$ cat config.mk
export PLATFORM = sky130hd
export DESIGN_NAME = la_checkpoint_sched
export DESIGN_NICKNAME = d
export VERILOG_FILES = /design/src/rtl/la_ckpt_pkg.sv /design/src/rtl/la_ckpt_rr_arb.sv /design/src/rtl/la_checkpoint_sched.sv
export SDC_FILE = /design/constraint.sdc
export NUM_CORES = 1
export LEC_CHECK = 0
export CAP_MARGIN = 20
export CORE_AREA = 2 2 89 91
export DETAILED_ROUTE_END_ITERATION = 6
export DIE_AREA = 0 0 91 93
export PLACE_DENSITY = 0.75
export RECOVER_POWER = 100
export SETUP_SLACK_MARGIN = 0.3
export SLEW_MARGIN = 40
export SYNTH_ARGS = -nofsm -noshare
export SYNTH_HDL_FRONTEND = slang
export SYNTH_SLANG_ARGS = --single-unit
$ cat constraint.sdc
create_clock -name clock -period 1.74 [get_ports clock]
set_clock_uncertainty 0.15 [all_clocks]
set_input_delay 0.174 -clock clock [delete_from_list [all_inputs] [get_ports clock]]
set_output_delay 0.174 -clock clock [all_outputs]
set_load 0.01 [all_outputs]
$ cat src/rtl/la_ckpt_pkg.sv
`default_nettype none
// +----------------------------------------------------------------------+
// | Module      : la_ckpt_pkg                                            |
// | Description : Shared constants for the checkpoint scheduler: FSM     |
// |               state encoding, grant index width, default idle word   |
// |               and the round-robin pointer advance helper.            |
// | Revision    : 1.0 - initial release                                  |
// +----------------------------------------------------------------------+
package la_ckpt_pkg;

  // Width of grant_id / round-robin pointer (covers up to 8 requesters)
  localparam int GRANT_W = 3;

  // Scheduler state encoding
  localparam logic [1:0] IDLE = 2'd0;
  localparam logic [1:0] LOAD = 2'd1;
  localparam logic [1:0] HOLD = 2'd2;
  localparam logic [1:0] GAP  = 2'd3;

  // Pad value while no checkpoint word is being held
  localparam logic [15:0] IDLE_WORD_DEFAULT = 16'h0000;

  // Pointer to the requester after 'id', wrapping at nreq
  function automatic logic [GRANT_W-1:0] rr_next_ptr(
    input logic [GRANT_W-1:0] id,
    input int                 nreq
  );
    logic [GRANT_W-1:0] nxt;
    nxt = id + 1'b1;
    if ((int'(id) + 1) >= nreq) begin
      nxt = '0;
    end
    return nxt;
  endfunction

endpackage
`default_nettype wire

$ cat src/rtl/la_ckpt_rr_arb.sv
`default_nettype none
// +----------------------------------------------------------------------+
// | Module      : la_ckpt_rr_arb                                         |
// | Description : Combinational round-robin pick. Starting at 'ptr' and  |
// |               searching upward with wrap, the first asserted request |
// |               wins; reports it one-hot, as an index, and whether any |
// |               request was present at all.                            |
// | Revision    : 1.0 - initial release                                  |
// +----------------------------------------------------------------------+
module la_ckpt_rr_arb
  import la_ckpt_pkg::*;
#(
  parameter int NREQ = 4
) (
  input  logic [NREQ-1:0]    req,
  input  logic [GRANT_W-1:0] ptr,
  output logic [NREQ-1:0]    onehot,
  output logic [GRANT_W-1:0] idx,
  output logic               any_req
);

  // Walk offsets 0..NREQ-1 from the pointer; the first requester hit wins
  always_comb begin
    onehot  = '0;
    idx     = '0;
    any_req = 1'b0;
    for (int k = 0; k < NREQ; k++) begin
      for (int j = 0; j < NREQ; j++) begin
        if (!any_req && req[j] && (((int'(ptr) + k) % NREQ) == j)) begin
          any_req   = 1'b1;
          onehot[j] = 1'b1;
          idx       = GRANT_W'(j);
        end
      end
    end
  end

endmodule
`default_nettype wire

$ cat src/rtl/la_checkpoint_sched.sv
`default_nettype none
// +----------------------------------------------------------------------+
// | Module      : la_checkpoint_sched                                    |
// | Description : Time-shares the checkpoint field on mprj_io[31:16]     |
// |               between NREQ requesters. A granted word is captured    |
// |               once, held on the pads for HOLD_CYCLES clocks, the     |
// |               requester is acked, then the pads idle for GAP_CYCLES. |
// |               Optional macro LA_CKPT_PRIO0_EN: requester 0 wins every|
// |               arbitration it takes part in and does not move the     |
// |               round-robin pointer.                                   |
// | Revision    : 1.0 - initial release                                  |
// +----------------------------------------------------------------------+
module la_checkpoint_sched
  import la_ckpt_pkg::*;
#(
  parameter int               NREQ        = 4,
  parameter int               WIDTH       = 16,
  parameter int               HOLD_CYCLES = 8,
  parameter int               GAP_CYCLES  = 2,
  parameter logic [WIDTH-1:0] IDLE_WORD   = WIDTH'(IDLE_WORD_DEFAULT)
) (
  input  logic                  clock,
  input  logic                  resetb,
  input  logic [NREQ-1:0]       req,
  input  logic [NREQ*WIDTH-1:0] req_data,
  output logic [NREQ-1:0]       ack,
  output logic [WIDTH-1:0]      io_out,
  output logic [WIDTH-1:0]      io_oeb,
  output logic                  busy,
  output logic [GRANT_W-1:0]    grant_id
);

  // Hold counter sized for HOLD_CYCLES-1 down to 0; gap counter likewise
  localparam int c_hcnt_w = $clog2(HOLD_CYCLES + 1);
  localparam int c_gcnt_w = (GAP_CYCLES > 0) ? $clog2(GAP_CYCLES + 1) : 1;
  localparam logic [c_hcnt_w-1:0] c_hold_load = c_hcnt_w'(HOLD_CYCLES - 1);
  localparam logic [c_gcnt_w-1:0] c_gap_load  =
    c_gcnt_w'((GAP_CYCLES > 0) ? (GAP_CYCLES - 1) : 0);

  // Registered state
  logic [1:0]          r_state;
  logic [GRANT_W-1:0]  r_ptr;
  logic [GRANT_W-1:0]  r_grant_id;
  logic [NREQ-1:0]     r_grant_oh;
  logic [WIDTH-1:0]    r_word;
  logic [WIDTH-1:0]    r_io_out;
  logic [WIDTH-1:0]    r_oeb;
  logic [NREQ-1:0]     r_ack;
  logic                r_busy;
  logic [c_hcnt_w-1:0] r_hcnt;
  logic [c_gcnt_w-1:0] r_gcnt;

  // Arbitration results
  logic [NREQ-1:0]     w_arb_oh;
  logic [GRANT_W-1:0]  w_arb_idx;
  logic                w_arb_any;
  logic [NREQ-1:0]     w_win_oh;
  logic [GRANT_W-1:0]  w_win_idx;
  logic [WIDTH-1:0]    w_win_word;

  la_ckpt_rr_arb #(
    .NREQ    (NREQ)
  ) u_arb (
    .req     (req),
    .ptr     (r_ptr),
    .onehot  (w_arb_oh),
    .idx     (w_arb_idx),
    .any_req (w_arb_any)
  );

  // Final winner: round-robin pick, optionally overridden by requester 0
  always_comb begin
    w_win_oh  = w_arb_oh;
    w_win_idx = w_arb_idx;
`ifdef LA_CKPT_PRIO0_EN
    if (req[0]) begin
      w_win_oh  = NREQ'(1);
      w_win_idx = '0;
    end
`endif
  end

  // Word of the winning requester, selected through its one-hot grant
  always_comb begin
    w_win_word = '0;
    for (int j = 0; j < NREQ; j++) begin
      if (w_win_oh[j]) begin
        w_win_word = req_data[j*WIDTH +: WIDTH];
      end
    end
  end

  // Scheduler FSM: capture in IDLE, drive in LOAD, count out HOLD and GAP
  always_ff @(posedge clock or negedge resetb) begin
    if (!resetb) begin
      r_state    <= IDLE;
      r_ptr      <= '0;
      r_grant_id <= '0;
      r_grant_oh <= '0;
      r_word     <= IDLE_WORD;
      r_io_out   <= IDLE_WORD;
      r_oeb      <= '1;
      r_ack      <= '0;
      r_busy     <= 1'b0;
      r_hcnt     <= '0;
      r_gcnt     <= '0;
    end else begin
      // Pads are enabled from the first clock after reset release onward
      r_oeb <= '0;
      r_ack <= '0;
      case (r_state)
        IDLE: begin
          if (w_arb_any) begin
            r_grant_id <= w_win_idx;
            r_grant_oh <= w_win_oh;
            r_word     <= w_win_word;
            r_busy     <= 1'b1;
            r_state    <= LOAD;
          end
        end
        LOAD: begin
          r_io_out <= r_word;
          r_hcnt   <= c_hold_load;
          r_state  <= HOLD;
        end
        HOLD: begin
          if (r_hcnt == '0) begin
            r_ack    <= r_grant_oh;
            r_io_out <= IDLE_WORD;
`ifdef LA_CKPT_PRIO0_EN
            // A requester-0 grant leaves the rotation where it was
            if (r_grant_id != '0) begin
              r_ptr <= rr_next_ptr(r_grant_id, NREQ);
            end
`else
            r_ptr <= rr_next_ptr(r_grant_id, NREQ);
`endif
            if (GAP_CYCLES > 0) begin
              r_gcnt  <= c_gap_load;
              r_state <= GAP;
            end else begin
              r_busy  <= 1'b0;
              r_state <= IDLE;
            end
          end else begin
            r_hcnt <= r_hcnt - 1'b1;
          end
        end
        GAP: begin
          if (r_gcnt == '0) begin
            r_busy  <= 1'b0;
            r_state <= IDLE;
          end else begin
            r_gcnt <= r_gcnt - 1'b1;
          end
        end
        default: begin
          r_io_out <= IDLE_WORD;
          r_busy   <= 1'b0;
          r_state  <= IDLE;
        end
      endcase
    end
  end

  assign ack      = r_ack;
  assign io_out   = r_io_out;
  assign io_oeb   = r_oeb;
  assign busy     = r_busy;
  assign grant_id = r_grant_id;

endmodule
`default_nettype wire

==> key figures, run 1 <==
Status
  – Status: finished with violations
  – Violated checks: negative setup slack

STA
  – Unrepaired setup endpoints after global routing: true
  – Post-layout min period: ~1900 ps
  – Final-report hold violation count: 0
  – Slew margin rel.: about 43%
  – Post-route setup TNS: -1250 ps
  – Peak Freq: roughly 0.53 GHz
  – Fin crit share: 107%
  – Final setup violation count: 31
  – Setup slack after layout: -129 ps
  – Worst Max-Slew Pin Slew: between 800 and 900 ps
  – Max Slew Vio Count: 0

Synthesis
  – Area of the mapped netlist: 2950 um^2
  – EDFF count, synth: 0
  – Mean post-synth cell area: slightly above 9 um^2
  – Top cells by area, synth: dfrtp_1, nand2_1, o21ai_0
  – Ys Warns: 0
  – Synth unique cells: 37
  – Yosys top cell area share: about 45%
  – Sequential share of the synthesized area: a little under half
  – Ys async rst share: 100%
  – Count leader, synth: dfrtp_1
  – Yosys top cell by area: dfrtp_1
  – Cells after Synth: between 300 and 400
  – Post-synth top cells: dfrtp_1, nand2_1, o21ai_0
  – Dominant synthesized flop cell: dfrtp_1
  – Number of synthesized register bits: 54

Clock network
  – TritonCTS Buffers: 5
  – Clock Sinks: between 50 and 60
  – Htree depth: 2
  – Worst-path clk slew: 110 ps
  – CTS Buffer Depth: 2
  – Worst skew pair latency: just over 300 ps
  – Clock root buffer: clkbuf_8
  – CTS tree: built

Final layout
  – Antenna diode count: 0
  – Final Core Density: 65.1%
  – Final Net Count: 540
  – Layout area overhead: 66.0%
  – Share of cells above drive strength 1: between 30% and 40%
  – Fill cells: ~630
  – Reg area: roughly 1400 um^2
  – Footprint of the multi-input gates: 1680 um^2

Drt
  – Via density: 5.30
  – DRT Pass-1 Iters: 4
  – DR iter-0 viols: about 150
  – DR vias: roughly 3000
  – Antenna-violating nets left: 0
  – Routed WL: between 10000 and 15000 um
  – DRC viols: 0
  – WL per Instance: ~18 um

Floorplan
  – Top Ports: 110
  – Cell row count: 32
  – Core area: approximately 7500 um^2
  – Die Width: around 91 um
  – Die Y: a little over 90 um
  – Die area: 8460 um^2
  – Initial Util: a little under 40%

Global routing
  – Total GRT Usage: 22.0%
  – Gr ovfl total: 0
  – Largest net degree at the start of global routing: 31
  – First-pass GRT wire length: approximately 15000 um
  – Antenna violations before repair: 0
  – Vias in the first global route: 2990

Job
  – Max-cap viol count: 0

Critical path
  – R2R depth: 7
  – Crit path DAT: roughly 1900 ps
  – WS Path Type: reg -> reg
  – Worst setup EP type: flip-flop
  – Critical Path RT: roughly 1800 ps
  – Worst Path Max Fanout: 17
  – Startpoint Class: flip-flop

Power
  – LEAKAGE: between 2 and 2.5 nW
  – Power per cell area: about 1500 nW/um^2
  – VDD IR-drop max: between 0.7 and 0.8 mV

Place
  – Port Buffer Count: ~110
  – HPWL Detailed: between 6000 and 7000 um
  – Gpl congestion: around 0.85

Hold path
  – Hold Crit Class: in -> async
## cell type report
type / count / area share, %
Sequential cell: 54 / 27.7
Multi-Input combinational cell: 218 / 34.3
Tap cell: 102 / 2.61
Timing Repair Buffer: 173 / 32.3
Clock inverter: 3 / 0.971
Inverter: 10 / 0.766
Clock buffer: 5 / 1.40
## critical path, cell delays in order, from the launching register on
cell	delay [ps]
dfrtp_2	440
nand2b_4	140
a221o_1	350
buf_4	150
nand2_4	60
buf_12	140
nor2_1	50
o31ai_1	270
## cell families after synthesis
kind of cell	synth area share, %
muxes	0.721
AOI/OAI and AO/OA	23.3
and+or+nand+nor	16.8
other	0.127
buffers and inverters	9.46
DFF	45.8
adders and majority gates	3.39
xor gates and xnor gates	0.297
## power by group
group	internal [W]	total, W	switching [W]
combinational	0.00227	0.00444	0.00217
clock	0.000437	0.000870	0.000433
sequential	0.00177	0.00218	0.000416
total	0.00447	0.00749	0.00302
## repair_timing
item / 4_1_cts / 5_1_grt
setup buffers: 12 / 16
cloned: 1 / 2
resized for setup: 164 / 53
endpoints found under the hold margin: 53 / 0
pin swaps: 7 / 17
endpoints found under the setup margin: 91 / 68
hold buffers: 1 / 0
## cells in the final DEF (no fill, tap or decap), types with 4 or more instances in the layout
| cell type | n |
|---|---|
| clkbuf_1 | 14 |
| dfrtp_1 | 51 |
| clkdlybuf4s50_1 | 65 |
| a221oi_1 | 7 |
| a221oi_2 | 9 |
| ha_4 | 5 |
| o21ai_2 | 18 |
| inv_2 | 4 |
| nand2b_4 | 4 |
| nand2_2 | 20 |
| and2_4 | 5 |
| inv_1 | 6 |
| and2_1 | 16 |
| a31oi_1 | 16 |
| nand2_4 | 5 |
| buf_4 | 41 |
| a21oi_1 | 4 |
| clkbuf_8 | 5 |
| o21ai_1 | 8 |
| dlygate4sd2_1 | 26 |
| nor2_1 | 21 |
| nand2_1 | 28 |
| buf_6 | 17 |
| buf_12 | 5 |
| o31ai_1 | 16 |
## through the flow
| stage | area, um^2 | cells | hold slack (ps) | power (W) | setup slack, ps |
|---|---|---|---|---|---|
| 2_1_floorplan | 3110 | 319 | -272 | 0.00420 | -39.9 |
| 3_3_place_gp | 4300 | 525 | -36.0 | 0.00526 | -357 |
| 3_5_place_dp | 4300 | 525 | -34.6 | 0.00539 | -478 |
| 4_1_cts | 4720 | 547 | 159 | 0.00676 | -101 |
| 5_1_grt | 4900 | 565 | 332 | 0.00797 | -208 |
| 6_report | 4900 | 565 | 324 | 0.00749 | -129 |
## metal layers
metal | global-route usage [%] | wire [um] | vias up
li1 | - | - | 1390
met1 | 26.6 | 3860 | 1459
met2 | 40.1 | 5410 | 124
met3 | 4.59 | 663 | 24
met4 | 5.68 | 242 | 0
met5 | 0 | 0 | -
## path summary, 6_finish.rpt
| check | from | end | slack, ps |
|---|---|---|---|
| worst max register to register | r_ptr[0] | r_word[11] | -130 |
| worst min register to register | r_word[13] | io_out[13] | 340 |
| min in group clock | req_data[41] | r_word[9] | 330 |
| worst max-delay path | r_ptr[0] | r_word[11] | -130 |
| max in group asynchronous | resetb | r_ptr[0] | 170 |
| worst min-delay path | resetb | r_word[5] | 320 |
## state kept, by name, summed over array words and instances, names as in the netlist
| signal | count |
|---|---|
| io_out | 16 |
| r_gcnt | 2 |
| r_state | 2 |
| grant_id | 2 |
| r_word | 16 |
| r_hcnt | 4 |
| io_oeb | 1 |
| ack | 4 |
| r_grant_oh | 4 |
| r_ptr | 2 |
| busy | 1 |
No activity file was read; power rests on OpenSTA's default activity.
==> run 2, diff against run 1 <==
--- a/config.mk
+++ b/config.mk
@@ -16,3 +16,4 @@
 export SYNTH_ARGS = -nofsm -noshare
 export SYNTH_HDL_FRONTEND = slang
 export SYNTH_SLANG_ARGS = --single-unit
+export TNS_END_PERCENT = 10
==> run 2 against run 1 <==
Net effect:
- the run still ends with negative setup slack left
- core utilization decreased by 3.0 points
- design area decreased by 4.5%
- setup slack got worse by 70 ps
- largest power group unchanged
- critical endpoint is now r_word[8]
- largest cell class unchanged
- global-route usage decreased by 1.1 points
==> key figures, run 2 (synthesis results as in run 1) <==
Status
  – Status: finished with violations
  – Violated checks: negative setup slack

Floorplan
  – Cell row count: 32 (unchanged)
  – Die Y: 93 um (unchanged)
  – Top Ports: 110 (unchanged)
  – Initial Util: 39.2% (unchanged)
  – Die area: 8460 um^2 (unchanged)
  – Core area: 7530 um^2 (unchanged)
  – Die Width: 91 um (unchanged)

STA
  – Final-report hold violation count: 0 (unchanged)
  – Unrepaired setup endpoints after global routing: true
  – Setup slack after layout: -199 ps (-69.9 ps)
  – Post-layout min period: 1940 ps (+69.9 ps)
  – Worst Max-Slew Pin Slew: 832 ps (-22.7 ps)
  – Max Slew Vio Count: 0 (unchanged)
  – Slew margin rel.: 44.5% (+1.5 points)
  – Peak Freq: 0.516 GHz (-3.6%)
  – Fin crit share: 111% (+4.0 points)
  – Final setup violation count: 17 (-45%)

Drt
  – WL per Instance: 17.6 um (-2.0%)
  – DR iter-0 viols: 140 (-8.5%)
  – Via density: 5.47 (+3.2%)
  – DR vias: 2929 (-2.3%)
  – DRT Pass-1 Iters: 4 (unchanged)
  – Routed WL: 9440 um (-7.2%)
  – DRC viols: 0 (unchanged)
  – Antenna-violating nets left: 0 (unchanged)

Critical path
  – Startpoint Class: flip-flop
  – R2R depth: 7 (unchanged)
  – Worst R2R Start: r_state[0]
  – Reg-to-Reg End: r_word[8]
  – Reg2reg setup slack: -200 ps (-70 ps)
  – Critical Path RT: 1760 ps (-20 ps)
  – WS Path Type: reg -> reg
  – Worst Path Max Fanout: 19 (+2)
  – Critical path capture point: r_word[8]
  – Crit path from: r_state[0]
  – Crit path DAT: 1960 ps (+50 ps)
  – Worst setup EP type: flip-flop

Global routing
  – Antenna violations before repair: 0 (unchanged)
  – Largest net degree at the start of global routing: 33 (+6.5%)
  – Gr ovfl total: 0 (unchanged)
  – Vias in the first global route: 2887 (-3.4%)
  – Total GRT Usage: 20.9% (-1.1 points)
  – First-pass GRT wire length: 14000 um (-4.9%)

Clock network
  – CTS Buffer Depth: 2 (unchanged)
  – Worst skew pair latency: 310 ps (about the same)
  – TritonCTS Buffers: 5 (unchanged)
  – CTS tree: built
  – Htree depth: 2 (unchanged)
  – Clock root buffer: clkbuf_8
  – Worst-path clk slew: 100 ps (about the same)
  – Clock Sinks: 54 (unchanged)

Final layout
  – Antenna diode count: 0 (unchanged)
  – Final Core Density: 62.1% (-3.0 points)
  – Most frequent cells in the layout: clkdlybuf4s50_1, dfrtp_1, nand2_1
  – Post-route insts no fill: 535 (-5.3%)
  – Most common cell after layout, fill and taps aside: clkdlybuf4s50_1
  – Final Net Count: 510 (-5.6%)
  – Share of cells above drive strength 1: 28.6% (-7.0 points)
  – Layout area overhead: 58.5%

Place
  – HPWL Detailed: 6510 um (+1.4%)
  – DP Worst Slack: -466 ps (+12.1 ps)
  – Port Buffer Count: 108 (unchanged)
  – Placed Instances: 519 (-1.1%)
  – Gpl congestion: 0.993 (+17%)

Power
  – Pwr Total: 0.00674 W (-10%)
  – VDD IR-drop max: 0.657 mV (-13%)
  – Power per cell area: 1440 nW/um^2 (-5.8%)
  – LEAKAGE: 2.02 nW (-8.6%)

Job
  – Max-cap viol count: 0 (unchanged)

Hold path
  – Hold Crit Class: in -> reg
  – Worst hold stages: 3
==> run 2: cell types whose count changed in the layout (fill, tap and decap cells not counted), sizes merged <==
cell and change:
clkdlybuf4s50 -1, clkinvlp +1, dlygate4sd2 +1, buf -31, inv -1, clkbuf +3
nand2b -1, bufinv -1
==> run 2: routing by layer <==
metal	part of all wire [%]	track usage, %	vias to the layer above
li1	-	-	1325
met1	39	25.0	1452
met2	52	37.5	122
met3	5.9	4.19	30
met4	3.3	7.32	0
met5	0	0	-
==> run 2: critical path: stages (launching register included) <==
cell and delay (ps):
dfrtp_1 430, inv_2 130, ha_4 180, o41ai_2 70
buf_4 200, and2_1 170, a31oi_1 310, o31ai_2 160
==> run 2: worst min-delay path by stage <==
| stage | start | endpoint | slack [ps] |
|---|---|---|---|
| after floorplan | resetb | ack[0] | -270 |
| after CTS | resetb | io_out[14] | 220 |
| after global placement | resetb | io_out[10] | 20 |
| final | req_data[39] | r_word[7] | 330 |
| after detailed placement | resetb | io_out[10] | 20 |
| after global routing | req_data[54] | r_word[6] | 330 |
==> run 2: area by class of cell <==
cell class	instances	area, um^2
clock buffer	6	82.6
clock inverter	2	12.5
fill	655	2850
inverter	10	37.5
multi-input combinational	217	1690
sequential	54	1350
tap	102	128
timing repair buffer	144	1370
==> run 2: what timing repair did <==
action / 4_1_cts / 5_1_grt
gates cloned: 0 / 2
hold buffers: 1 / 0
setup endpoints to repair: 91 / 68
hold endpoints to repair: 54 / 0
pin swaps: 40 / 20
resized for setup: 171 / 49
buffers inserted: 5 / 0
==> run 2: metrics by stage <==
step / area (um^2) / hold WS (ps) / TNS (ps)
floorplan: 3030 / -272 / -362
global placement: 4230 / 17.7 / -5320
detailed placement: 4230 / 24.5 / -7300
CTS: 4520 / 221 / -304
global route: 4680 / 326 / -3480
finish: 4680 / 329 / -673
==> run 2: power breakdown <==
part | internal (W) | switching, W
Clock | 0.000321 | 0.000416
Combinational | 0.00190 | 0.00197
Sequential | 0.00177 | 0.000361
==> run 3, diff against run 2 <==
--- a/config.mk
+++ b/config.mk
@@ -9,6 +9,7 @@
 export CORE_AREA = 2 2 89 91
 export DETAILED_ROUTE_END_ITERATION = 6
 export DIE_AREA = 0 0 91 93
+export GPL_TIMING_DRIVEN = 1
 export PLACE_DENSITY = 0.75
 export RECOVER_POWER = 100
 export SETUP_SLACK_MARGIN = 0.3
==> results of run 3 <==
Same layout as run 2: the final DEF is identical, and so are final timing and power.
